$ cat src/rtl/testio_wb_arbiter_if.sv
// Bus bundle for the testio_wb round-robin arbiter: the per-master request side and the shared slave side.
// The arbiter connects through the master modport (it masters the slave); the environment uses slave.
interface testio_wb_arbiter_if #(
   parameter int BUS_WIDTH   = 32,
   parameter int BUS_MASK    = 4,
   parameter int NUM_MASTERS = 2
);
   logic [NUM_MASTERS-1:0]           m_cyc_i;
   logic [NUM_MASTERS-1:0]           m_stb_i;
   logic [NUM_MASTERS-1:0]           m_we_i;
   logic [NUM_MASTERS*BUS_WIDTH-1:0] m_addr_i;
   logic [NUM_MASTERS*BUS_WIDTH-1:0] m_data_i;
   logic [NUM_MASTERS*BUS_MASK-1:0]  m_sel_i;
   logic [NUM_MASTERS-1:0]           m_ack_o;
   logic [NUM_MASTERS-1:0]           m_err_o;
   logic [BUS_WIDTH-1:0]             m_data_o;

   logic                             wb_cyc_o;
   logic                             wb_stb_o;
   logic                             wb_we_o;
   logic [BUS_WIDTH-1:0]             wb_addr_o;
   logic [BUS_WIDTH-1:0]             wb_data_o;
   logic [BUS_MASK-1:0]              wb_sel_o;
   logic                             wb_ack_i;
   logic                             wb_err_i;
   logic [BUS_WIDTH-1:0]             wb_data_i;

   modport master (
      input  m_cyc_i, m_stb_i, m_we_i, m_addr_i, m_data_i, m_sel_i,
      output m_ack_o, m_err_o, m_data_o,
      output wb_cyc_o, wb_stb_o, wb_we_o, wb_addr_o, wb_data_o, wb_sel_o,
      input  wb_ack_i, wb_err_i, wb_data_i
   );

   modport slave (
      output m_cyc_i, m_stb_i, m_we_i, m_addr_i, m_data_i, m_sel_i,
      input  m_ack_o, m_err_o, m_data_o,
      input  wb_cyc_o, wb_stb_o, wb_we_o, wb_addr_o, wb_data_o, wb_sel_o,
      output wb_ack_i, wb_err_i, wb_data_i
   );
endinterface

$ cat src/rtl/testio_wb_arbiter.sv
// Round-robin Wishbone arbiter sharing one testio_wb slave among NUM_MASTERS masters; grant locked per cycle.
// Define TI_ARB_TIMEOUT_EN to add a watchdog that aborts stalled transfers with a bus error.
module testio_wb_arbiter #(
   parameter int BUS_WIDTH      = 32,
   parameter int BUS_MASK       = 4,
   parameter int NUM_MASTERS    = 2,
   parameter int TIMEOUT_CYCLES = 255
) (
   input  logic                   clk_i,
   input  logic                   rstn_i,
   testio_wb_arbiter_if.master    bus,
   output logic [NUM_MASTERS-1:0] grant_o,
   output logic                   busy_o
);

   localparam int PW = (NUM_MASTERS > 1) ? $clog2(NUM_MASTERS) : 1;

   typedef enum logic [1:0] {
      ST_IDLE  = 2'd0,
      ST_GRANT = 2'd1
`ifdef TI_ARB_TIMEOUT_EN
      ,
      ST_ABORT = 2'd2
`endif
   } state_e;

   state_e                 state_q, state_d;
   logic [NUM_MASTERS-1:0] grant_q, grant_d;
   logic [PW-1:0]          gidx_q, gidx_d;
   logic [PW-1:0]          ptr_q, ptr_d;
   logic [PW-1:0]          pick_idx;
   logic [PW-1:0]          cand;
   logic                   pick_vld;

   logic                   g_cyc, g_stb, g_we;
   logic [BUS_WIDTH-1:0]   g_addr, g_wdata;
   logic [BUS_MASK-1:0]    g_sel;
   logic                   release_g;
   logic                   expire;

   // Search starts just after the last released master, so it gets lowest priority next.
   always_comb begin
      pick_idx = '0;
      pick_vld = 1'b0;
      cand     = '0;
      for (int i = 1; i <= NUM_MASTERS; i++) begin
         cand = PW'((int'(ptr_q) + i) % NUM_MASTERS);
         if (!pick_vld && bus.m_cyc_i[cand]) begin
            pick_vld = 1'b1;
            pick_idx = cand;
         end
      end
   end

   always_comb begin
      g_cyc   = bus.m_cyc_i[gidx_q];
      g_stb   = bus.m_stb_i[gidx_q];
      g_we    = bus.m_we_i[gidx_q];
      g_addr  = bus.m_addr_i[int'(gidx_q)*BUS_WIDTH +: BUS_WIDTH];
      g_wdata = bus.m_data_i[int'(gidx_q)*BUS_WIDTH +: BUS_WIDTH];
      g_sel   = bus.m_sel_i[int'(gidx_q)*BUS_MASK +: BUS_MASK];
   end

`ifdef TI_ARB_TIMEOUT_EN
   logic [15:0] cnt_q, cnt_d;
   logic        stall;

   always_comb begin
      stall  = (state_q == ST_GRANT) && g_cyc && g_stb && !bus.wb_ack_i && !bus.wb_err_i;
      expire = stall && (cnt_q == 16'(TIMEOUT_CYCLES - 1));
      cnt_d  = (stall && !expire) ? cnt_q + 16'd1 : 16'd0;
   end

   always_ff @(posedge clk_i) begin
      if (!rstn_i) cnt_q <= 16'd0;
      else         cnt_q <= cnt_d;
   end
`else
   assign expire = 1'b0;
`endif

   // NOTE: every output and next-state variable gets a default first, so no path can infer a latch.
   always_comb begin
      state_d      = state_q;
      grant_d      = grant_q;
      gidx_d       = gidx_q;
      ptr_d        = ptr_q;
      release_g    = 1'b0;
      bus.wb_cyc_o  = 1'b0;
      bus.wb_stb_o  = 1'b0;
      bus.wb_we_o   = 1'b0;
      bus.wb_addr_o = '0;
      bus.wb_data_o = '0;
      bus.wb_sel_o  = '0;
      bus.m_ack_o   = '0;
      bus.m_err_o   = '0;
      bus.m_data_o  = '0;

      unique case (state_q)
         ST_IDLE: begin
            if (pick_vld) begin
               state_d = ST_GRANT;
               gidx_d  = pick_idx;
               grant_d = NUM_MASTERS'(1) << pick_idx;
            end
         end
         ST_GRANT: begin
            bus.wb_cyc_o        = g_cyc & ~expire;
            bus.wb_stb_o        = g_cyc & g_stb & ~expire;
            bus.wb_we_o         = g_we;
            bus.wb_addr_o       = g_addr;
            bus.wb_data_o       = g_wdata;
            bus.wb_sel_o        = g_sel;
            bus.m_ack_o[gidx_q] = bus.wb_ack_i;
            bus.m_err_o[gidx_q] = bus.wb_err_i | expire;
            bus.m_data_o        = bus.wb_data_i;
            if (!g_cyc) release_g = 1'b0 | 1'b1;
`ifdef TI_ARB_TIMEOUT_EN
            else if (expire) state_d = ST_ABORT;
`endif
         end
`ifdef TI_ARB_TIMEOUT_EN
         // Slave side stays quiet and late responses are dropped until the master gives up.
         ST_ABORT: begin
            if (!g_cyc) release_g = 1'b1;
         end
`endif
         default: state_d = ST_IDLE;
      endcase

      if (release_g) begin
         state_d = ST_IDLE;
         grant_d = '0;
         ptr_d   = gidx_q;
      end

      // Outputs are forced quiet while reset is asserted, even before the reset edge lands.
      if (!rstn_i) begin
         bus.wb_cyc_o  = 1'b0;
         bus.wb_stb_o  = 1'b0;
         bus.wb_we_o   = 1'b0;
         bus.wb_addr_o = '0;
         bus.wb_data_o = '0;
         bus.wb_sel_o  = '0;
         bus.m_ack_o   = '0;
         bus.m_err_o   = '0;
         bus.m_data_o  = '0;
      end
   end

   // NOTE: reset is synchronous (sampled on the clock edge) and all state uses non-blocking assignments.
   always_ff @(posedge clk_i) begin
      if (!rstn_i) begin
         state_q <= ST_IDLE;
         grant_q <= '0;
         gidx_q  <= '0;
         ptr_q   <= PW'(NUM_MASTERS - 1);
      end else begin
         state_q <= state_d;
         grant_q <= grant_d;
         gidx_q  <= gidx_d;
         ptr_q   <= ptr_d;
      end
   end

   assign grant_o = grant_q;
   assign busy_o  = (state_q != ST_IDLE);

endmodule
$ cat src/flat_wrapper.sv
// flat-port wrapper written by rule: the top's interface ports become plain ports
module testio_wb_arbiter_flat 
#(
   parameter int BUS_WIDTH      = 32,
   parameter int BUS_MASK       = 4,
   parameter int NUM_MASTERS    = 2,
   parameter int TIMEOUT_CYCLES = 255
)
  (clk_i, rstn_i, grant_o, busy_o, bus_m_cyc_i, bus_m_stb_i, bus_m_we_i, bus_m_addr_i, bus_m_data_i, bus_m_sel_i, bus_m_ack_o, bus_m_err_o, bus_m_data_o, bus_wb_cyc_o, bus_wb_stb_o, bus_wb_we_o, bus_wb_addr_o, bus_wb_data_o, bus_wb_sel_o, bus_wb_ack_i, bus_wb_err_i, bus_wb_data_i);
  testio_wb_arbiter_if #(.BUS_WIDTH(BUS_WIDTH), .BUS_MASK(BUS_MASK), .NUM_MASTERS(NUM_MASTERS)) bus_i ();
  input  logic clk_i;
  input  logic rstn_i;
  output logic [NUM_MASTERS-1:0] grant_o;
  output logic busy_o;
  input wire logic [$bits(bus_i.m_cyc_i)-1:0] bus_m_cyc_i;
  input wire logic [$bits(bus_i.m_stb_i)-1:0] bus_m_stb_i;
  input wire logic [$bits(bus_i.m_we_i)-1:0] bus_m_we_i;
  input wire logic [$bits(bus_i.m_addr_i)-1:0] bus_m_addr_i;
  input wire logic [$bits(bus_i.m_data_i)-1:0] bus_m_data_i;
  input wire logic [$bits(bus_i.m_sel_i)-1:0] bus_m_sel_i;
  output wire logic [$bits(bus_i.m_ack_o)-1:0] bus_m_ack_o;
  output wire logic [$bits(bus_i.m_err_o)-1:0] bus_m_err_o;
  output wire logic [$bits(bus_i.m_data_o)-1:0] bus_m_data_o;
  output wire logic [$bits(bus_i.wb_cyc_o)-1:0] bus_wb_cyc_o;
  output wire logic [$bits(bus_i.wb_stb_o)-1:0] bus_wb_stb_o;
  output wire logic [$bits(bus_i.wb_we_o)-1:0] bus_wb_we_o;
  output wire logic [$bits(bus_i.wb_addr_o)-1:0] bus_wb_addr_o;
  output wire logic [$bits(bus_i.wb_data_o)-1:0] bus_wb_data_o;
  output wire logic [$bits(bus_i.wb_sel_o)-1:0] bus_wb_sel_o;
  input wire logic [$bits(bus_i.wb_ack_i)-1:0] bus_wb_ack_i;
  input wire logic [$bits(bus_i.wb_err_i)-1:0] bus_wb_err_i;
  input wire logic [$bits(bus_i.wb_data_i)-1:0] bus_wb_data_i;
  assign bus_i.m_cyc_i = bus_m_cyc_i;
  assign bus_i.m_stb_i = bus_m_stb_i;
  assign bus_i.m_we_i = bus_m_we_i;
  assign bus_i.m_addr_i = bus_m_addr_i;
  assign bus_i.m_data_i = bus_m_data_i;
  assign bus_i.m_sel_i = bus_m_sel_i;
  assign bus_m_ack_o = bus_i.m_ack_o;
  assign bus_m_err_o = bus_i.m_err_o;
  assign bus_m_data_o = bus_i.m_data_o;
  assign bus_wb_cyc_o = bus_i.wb_cyc_o;
  assign bus_wb_stb_o = bus_i.wb_stb_o;
  assign bus_wb_we_o = bus_i.wb_we_o;
  assign bus_wb_addr_o = bus_i.wb_addr_o;
  assign bus_wb_data_o = bus_i.wb_data_o;
  assign bus_wb_sel_o = bus_i.wb_sel_o;
  assign bus_i.wb_ack_i = bus_wb_ack_i;
  assign bus_i.wb_err_i = bus_wb_err_i;
  assign bus_i.wb_data_i = bus_wb_data_i;
  testio_wb_arbiter #(.BUS_WIDTH(BUS_WIDTH), .BUS_MASK(BUS_MASK), .NUM_MASTERS(NUM_MASTERS), .TIMEOUT_CYCLES(TIMEOUT_CYCLES)) u_core (.clk_i(clk_i), .rstn_i(rstn_i), .bus(bus_i), .grant_o(grant_o), .busy_o(busy_o));
endmodule
$ cat config.mk
export PLATFORM = sky130hd
export DESIGN_NAME = testio_wb_arbiter_flat
export DESIGN_NICKNAME = d
export VERILOG_FILES = /design/src/rtl/testio_wb_arbiter_if.sv /design/src/rtl/testio_wb_arbiter.sv /design/src/flat_wrapper.sv
export SDC_FILE = /design/constraint.sdc
export NUM_CORES = 1
export LEC_CHECK = 0
export CAP_MARGIN = 20
export CORE_AREA = 2 2 112 114
export DETAILED_ROUTE_END_ITERATION = 8
export DIE_AREA = 0 0 114 116
export GPL_ROUTABILITY_DRIVEN = 0
export PLACE_DENSITY = 0.66
export SETUP_SLACK_MARGIN = 0.5
export SYNTH_ARGS = -nofsm -noshare
export SYNTH_HDL_FRONTEND = slang
export SYNTH_SLANG_ARGS = --single-unit
$ cat constraint.sdc
create_clock -name clk_i -period 1.3 [get_ports clk_i]
set_input_delay 0.195 -clock clk_i [delete_from_list [all_inputs] [get_ports clk_i]]
set_output_delay 0.195 -clock clk_i [all_outputs]
set_load 0.03 [all_outputs]
Word-level counts from Yosys, hierarchy flattened
Cells that the tools add are included.
W data, S select, Z words.
- reduce and logical (&&, ||, !) cells: 8
- add/sub/neg operators: 2
- bitwise gates (word level): 5
- shifts and indexed selects: 4
- $lt $le $gt $ge: 4
- eq/ne operators: 2
- mux-type cells: 38
- operators by type and width (cell ; count):
    $mux W32 ; 6
    $shiftx A64 B7 Y32 ; 2
    $mux W1 ; 23
    $mux W2 ; 5
    $mux W4 ; 2
    $shiftx A8 B4 Y4 ; 1
    $lt A1 B2 Y1 const B ; 3
    $and A2 B2 Y2 ; 2
    $pmux W2 S2 ; 1
    $reduce_and A2 Y1 ; 2
    $add A1 B1 Y1 const B ; 2
    $eq A2 B1 Y1 const B ; 1
    $logic_and A1 B1 Y1 ; 2
    $logic_not A2 Y1 ; 1
    $ne A2 B1 Y1 const B ; 1
    $not A1 Y1 ; 2
    $reduce_bool A2 Y1 ; 1
    $reduce_or A2 Y1 ; 1
    $shl A1 B1 Y2 const A ; 1
    $and A1 B1 Y1 ; 1
    $demux W1 S1 ; 1
    $ge A1 B1 Y1 const B ; 1
    $logic_not A1 Y1 ; 1
- bits of input ports: 178
- flip-flop bits (word level): 6

Logic depth before layout (Yosys ltp)
- depth after elaboration: 9
- gate-level depth with buffers: 5
- mapped depth without buffers: 3

Least setup slack after synthesis
Ideal clock, no wire load.
- path kind: register to output
- from: reg u_core.state_q[0]
- to: out bus_wb_addr_o[10]
- path buffers: 1
- arrival: 1.414 ns
- cell stages (with the launch flop): 4
- slack: -0.309 ns
- data required time: 1.105 ns
- path through: dfxtp_1 nand2_1 clkbuf_1 nor2_1
- word-level cells in the longest chain between the ends: 3
- ends and longest elaborated chain (what ; RTL line ; text):
    start, declared ; testio_wb_arbiter.sv:27 ; state_e state_q, state_d;
    start signal, assigned ; testio_wb_arbiter.sv:159 ; state_q <= state_d;
    $eq A2 B1 Y1 ; testio_wb_arbiter.sv:99 ; unique case (state_q)
    $mux W32 ; testio_wb_arbiter.sv:99 ;
    $mux W32 ; testio_wb_arbiter.sv:138 ; if (!rstn_i) begin
    end, declared ; flat_wrapper.sv:27 ; output wire logic [$bits(bus_i.wb_addr_o)-1:0] bus_wb_addr_o;
Every way passes these cells.

Worst setup path in the final report
- from: reg u_core.gidx_q
- to: out bus_wb_data_o[6]
- word-level cells in the longest chain between the ends: 3
- ends and longest elaborated chain (what ; RTL line ; text):
    start, declared ; testio_wb_arbiter.sv:29 ; logic [PW-1:0] gidx_q, gidx_d;
    start signal, assigned ; testio_wb_arbiter.sv:161 ; gidx_q <= gidx_d;
    $shiftx A64 B7 Y32 ; testio_wb_arbiter.sv:60 ; g_wdata = bus.m_data_i[int'(gidx_q)*BUS_WIDTH +: BUS_WIDTH];
    $mux W32 ; testio_wb_arbiter.sv:99 ;
    $mux W32 ; testio_wb_arbiter.sv:138 ;
    end, declared ; flat_wrapper.sv:28 ; output wire logic [$bits(bus_i.wb_data_o)-1:0] bus_wb_data_o;
Every way passes these cells.

==> results.json <==
{
  "arrival_ns": 1.44,
  "yosys-top-cells-count": "nor2_1, mux2i_1, and3_1, clkbuf_1",
  "ant_nets": 0,
  "via_per_inst": 4.33,
  "syn_nets": 409,
  "yosys.area.top_type_share_pct": 42.8,
  "cp-start-kind": "flop",
  "setup_viol": 113,
  "grt_max_degree": 38,
  "critical_path.top_delay_family": "buffers and inverters",
  "htree_levels": 1,
  "drt-wirelength-per-cell_um": 16.9,
  "area_delta_synth_final_pct": 329,
  "route.detailed.drc": 0,
  "grt_pass1_wl_um": 17300,
  "wirelength_um": 12000,
  "synth_mux_area_share_pct": 42.8,
  "final_util_pct": 58.9,
  "max_slew_margin_pct": 76.0,
  "power_density_nw_per_um2": 512,
  "hold_slack_ns": 0.466,
  "synthAdderAreaFrac_pct": 0,
  "layout-drive-gt1-share_pct": 63.9,
  "grt_usage_pct": 16.6,
  "die-area_um2": 13200,
  "synth-compound-area-share_pct": 3.82,
  "worst_pin_slew_ns": 0.359,
  "drv_cap": 0,
  "synth_warnings": 0,
  "portBuffers": 287,
  "yosysMostFrequentCell": "nor2_1",
  "synthArstFlopShare_pct": 0,
  "overflow": 0,
  "p_leak_nw": 2.58,
  "vias": 3054,
  "grt_setup_unrepaired": "yes",
  "clockBufferDepth": 2,
  "drt_first_iter_violations": 64,
  "die_y_um": 116,
  "cts_tree": "yes",
  "yosysUniqueCellTypes": 23,
  "ys_seq_elements": 5,
  "crit_path_max_fanout": 6,
  "crit_path_end_kind": "primary output",
  "crit_chain": "buf_6, buf_12, buf_16, mux2i_2, nor2_2, buf_12",
  "critPathBufInv": 4,
  "slowest_stage": "dfxtp_4",
  "finalHoldViolCount": 0,
  "synth_ff_type": "dfxtp_1",
  "final.period_utilization_pct": 126,
  "root_buffer": "clkbuf_16",
  "drv_slew": 0,
  "synth-edff-count": 0,
  "fmax_mhz": 613,
  "critPathKind": "reg2out",
  "vdd_ir_drop_max_v": 0.000401,
  "diodes": 0,
  "firstDrtPassIters": 4,
  "io_pins": 288,
  "die_x_um": 114,
  "ys_seq_area_share_pct": 6.12,
  "synth_area_um2": 1640,
  "skew_ns": 0.00127,
  "synth_xor_area_share_pct": 0,
  "clk_pin_slew_ns": 0.03,
  "fin_nets": 738,
  "netlist_instances": 231,
  "insertion_delay_ns": 0.23,
  "start_util_pct": 13.7,
  "antenna_found_initial": 0,
  "grt_pass1_vias": 3180,
  "yosys-top-cells-area": "mux2i_1, nor2_1, and3_1",
  "fin_crit_ns": 1.63,
  "numCtsBuffers": 3,
  "cts_sinks": 5,
  "worstHoldPathType": "in2reg",
  "outcome": "finished, violations left",
  "synth_area_leader_cell": "mux2i_1",
  "cts_hold_buffers": 0,
  "violations": "negative setup slack",
  "fp-row-count": 40,
  "cp_common_cell": "buf_12",
  "syn_avg_cell_area_um2": 7.08,
  "slowest_delay_ns": 0.39,
  "coreArea_um2": 11900,
  "setup_slack_ns": -0.332,
  "hpwlAfterDp_um": 8660,
  "yosys.area_share.simple_pct": 34.0,
  "critical_path_required_ns": 1.11,
  "synth_top_family_by_area": "multiplexers"
}
## sequential cells by signal (all words and copies together), names as in the netlist
name            count
u_core.ptr_q        1
u_core.grant_o      2
u_core.gidx_q       1
u_core.state_q      1
## worst paths after layout
| kind | to | depth (start not counted) | start | slack (ns) |
|---|---|---|---|---|
| setup / recovery | bus_wb_data_o[6] | 6 | u_core.gidx_q | -0.33 |
| hold / removal | u_core.state_q[0] | 3 | bus_m_cyc_i[1] | 0.47 |
| hold reg to reg | u_core.grant_o[1] | 2 | u_core.grant_o[1] | 0.49 |
| setup reg to reg | u_core.grant_o[1] | 7 | u_core.state_q[0] | -0.10 |
## where the power goes
part           internal, mW  switching, mW
Clock                 0.407          0.110
Combinational          1.67           1.21
Sequential            0.170         0.0264
## through the flow
stage | setup TNS, ns | total power, mW | worst slack, ns | instances | area [um^2]
CTS | -26.29 | 3.52 | -0.348 | 701 | 6840
detailed placement | -29.38 | 2.36 | -0.338 | 667 | 5500
global route | -31.39 | 3.74 | -0.384 | 706 | 7020
global placement | -28.09 | 2.34 | -0.327 | 667 | 5500
finish | -26.06 | 3.59 | -0.332 | 706 | 7020
floorplan | -0.0163 | 1.40 | -0.00544 | 231 | 2580
## layout by cell type (no fill, tap or decap), types with 4 or more instances in the layout
| master | instances |
|---|---|
| and3_4 | 32 |
| buf_12 | 26 |
| buf_16 | 10 |
| buf_4 | 27 |
| buf_6 | 104 |
| clkbuf_16 | 4 |
| clkdlybuf4s50_1 | 175 |
| mux2i_1 | 8 |
| mux2i_2 | 20 |
| mux2i_4 | 42 |
| nand2_1 | 4 |
| nand2b_4 | 4 |
| nor2_2 | 19 |
| nor2_4 | 55 |
## cells by family (layout without fill, tap and decap cells)
kind of cell	Yosys count	after routing
and+or+nand+nor	122	123
muxes	70	70
buffers and inverters	25	352
AOI/OAI and AO/OA	9	9
DFF	5	5
## worst reg2reg max path, stage by stage (launching register included)
cell,delay (ns)
dfxtp_4,0.38
buf_6,0.13
buf_6,0.12
clkbuf_16,0.15
buf_8,0.12
nand2b_4,0.13
a21o_1,0.18
a21oi_2,0.12
## timing repair
| action | CTS | global route |
|---|---|---|
| resized for setup | 181 | 26 |
| pin swaps | 21 | 4 |
| cloned | 10 | 1 |
| endpoints found under the setup margin | 115 | 115 |
| buffers inserted | 20 | 4 |
## metal layers
metal	part of all wire [%]	up-vias	GRT usage, %
li1	-	1465	-
met3	8.3	8	3.66
met5	0	-	0
met2	56	152	33.5
met4	0.94	0	2.85
met1	35	1429	17.8
## area by class of cell
| type | count | area (um^2) |
|---|---|---|
| clock buffers | 4 | 78.8 |
| repair buffers | 347 | 4000 |
| flip-flops and latches | 5 | 110 |
| inverters | 1 | 3.75 |
| multi-input cells | 202 | 2640 |
| fillers | 943 | 4890 |
| well taps | 147 | 184 |
Power figures use the tool's default switching activity.
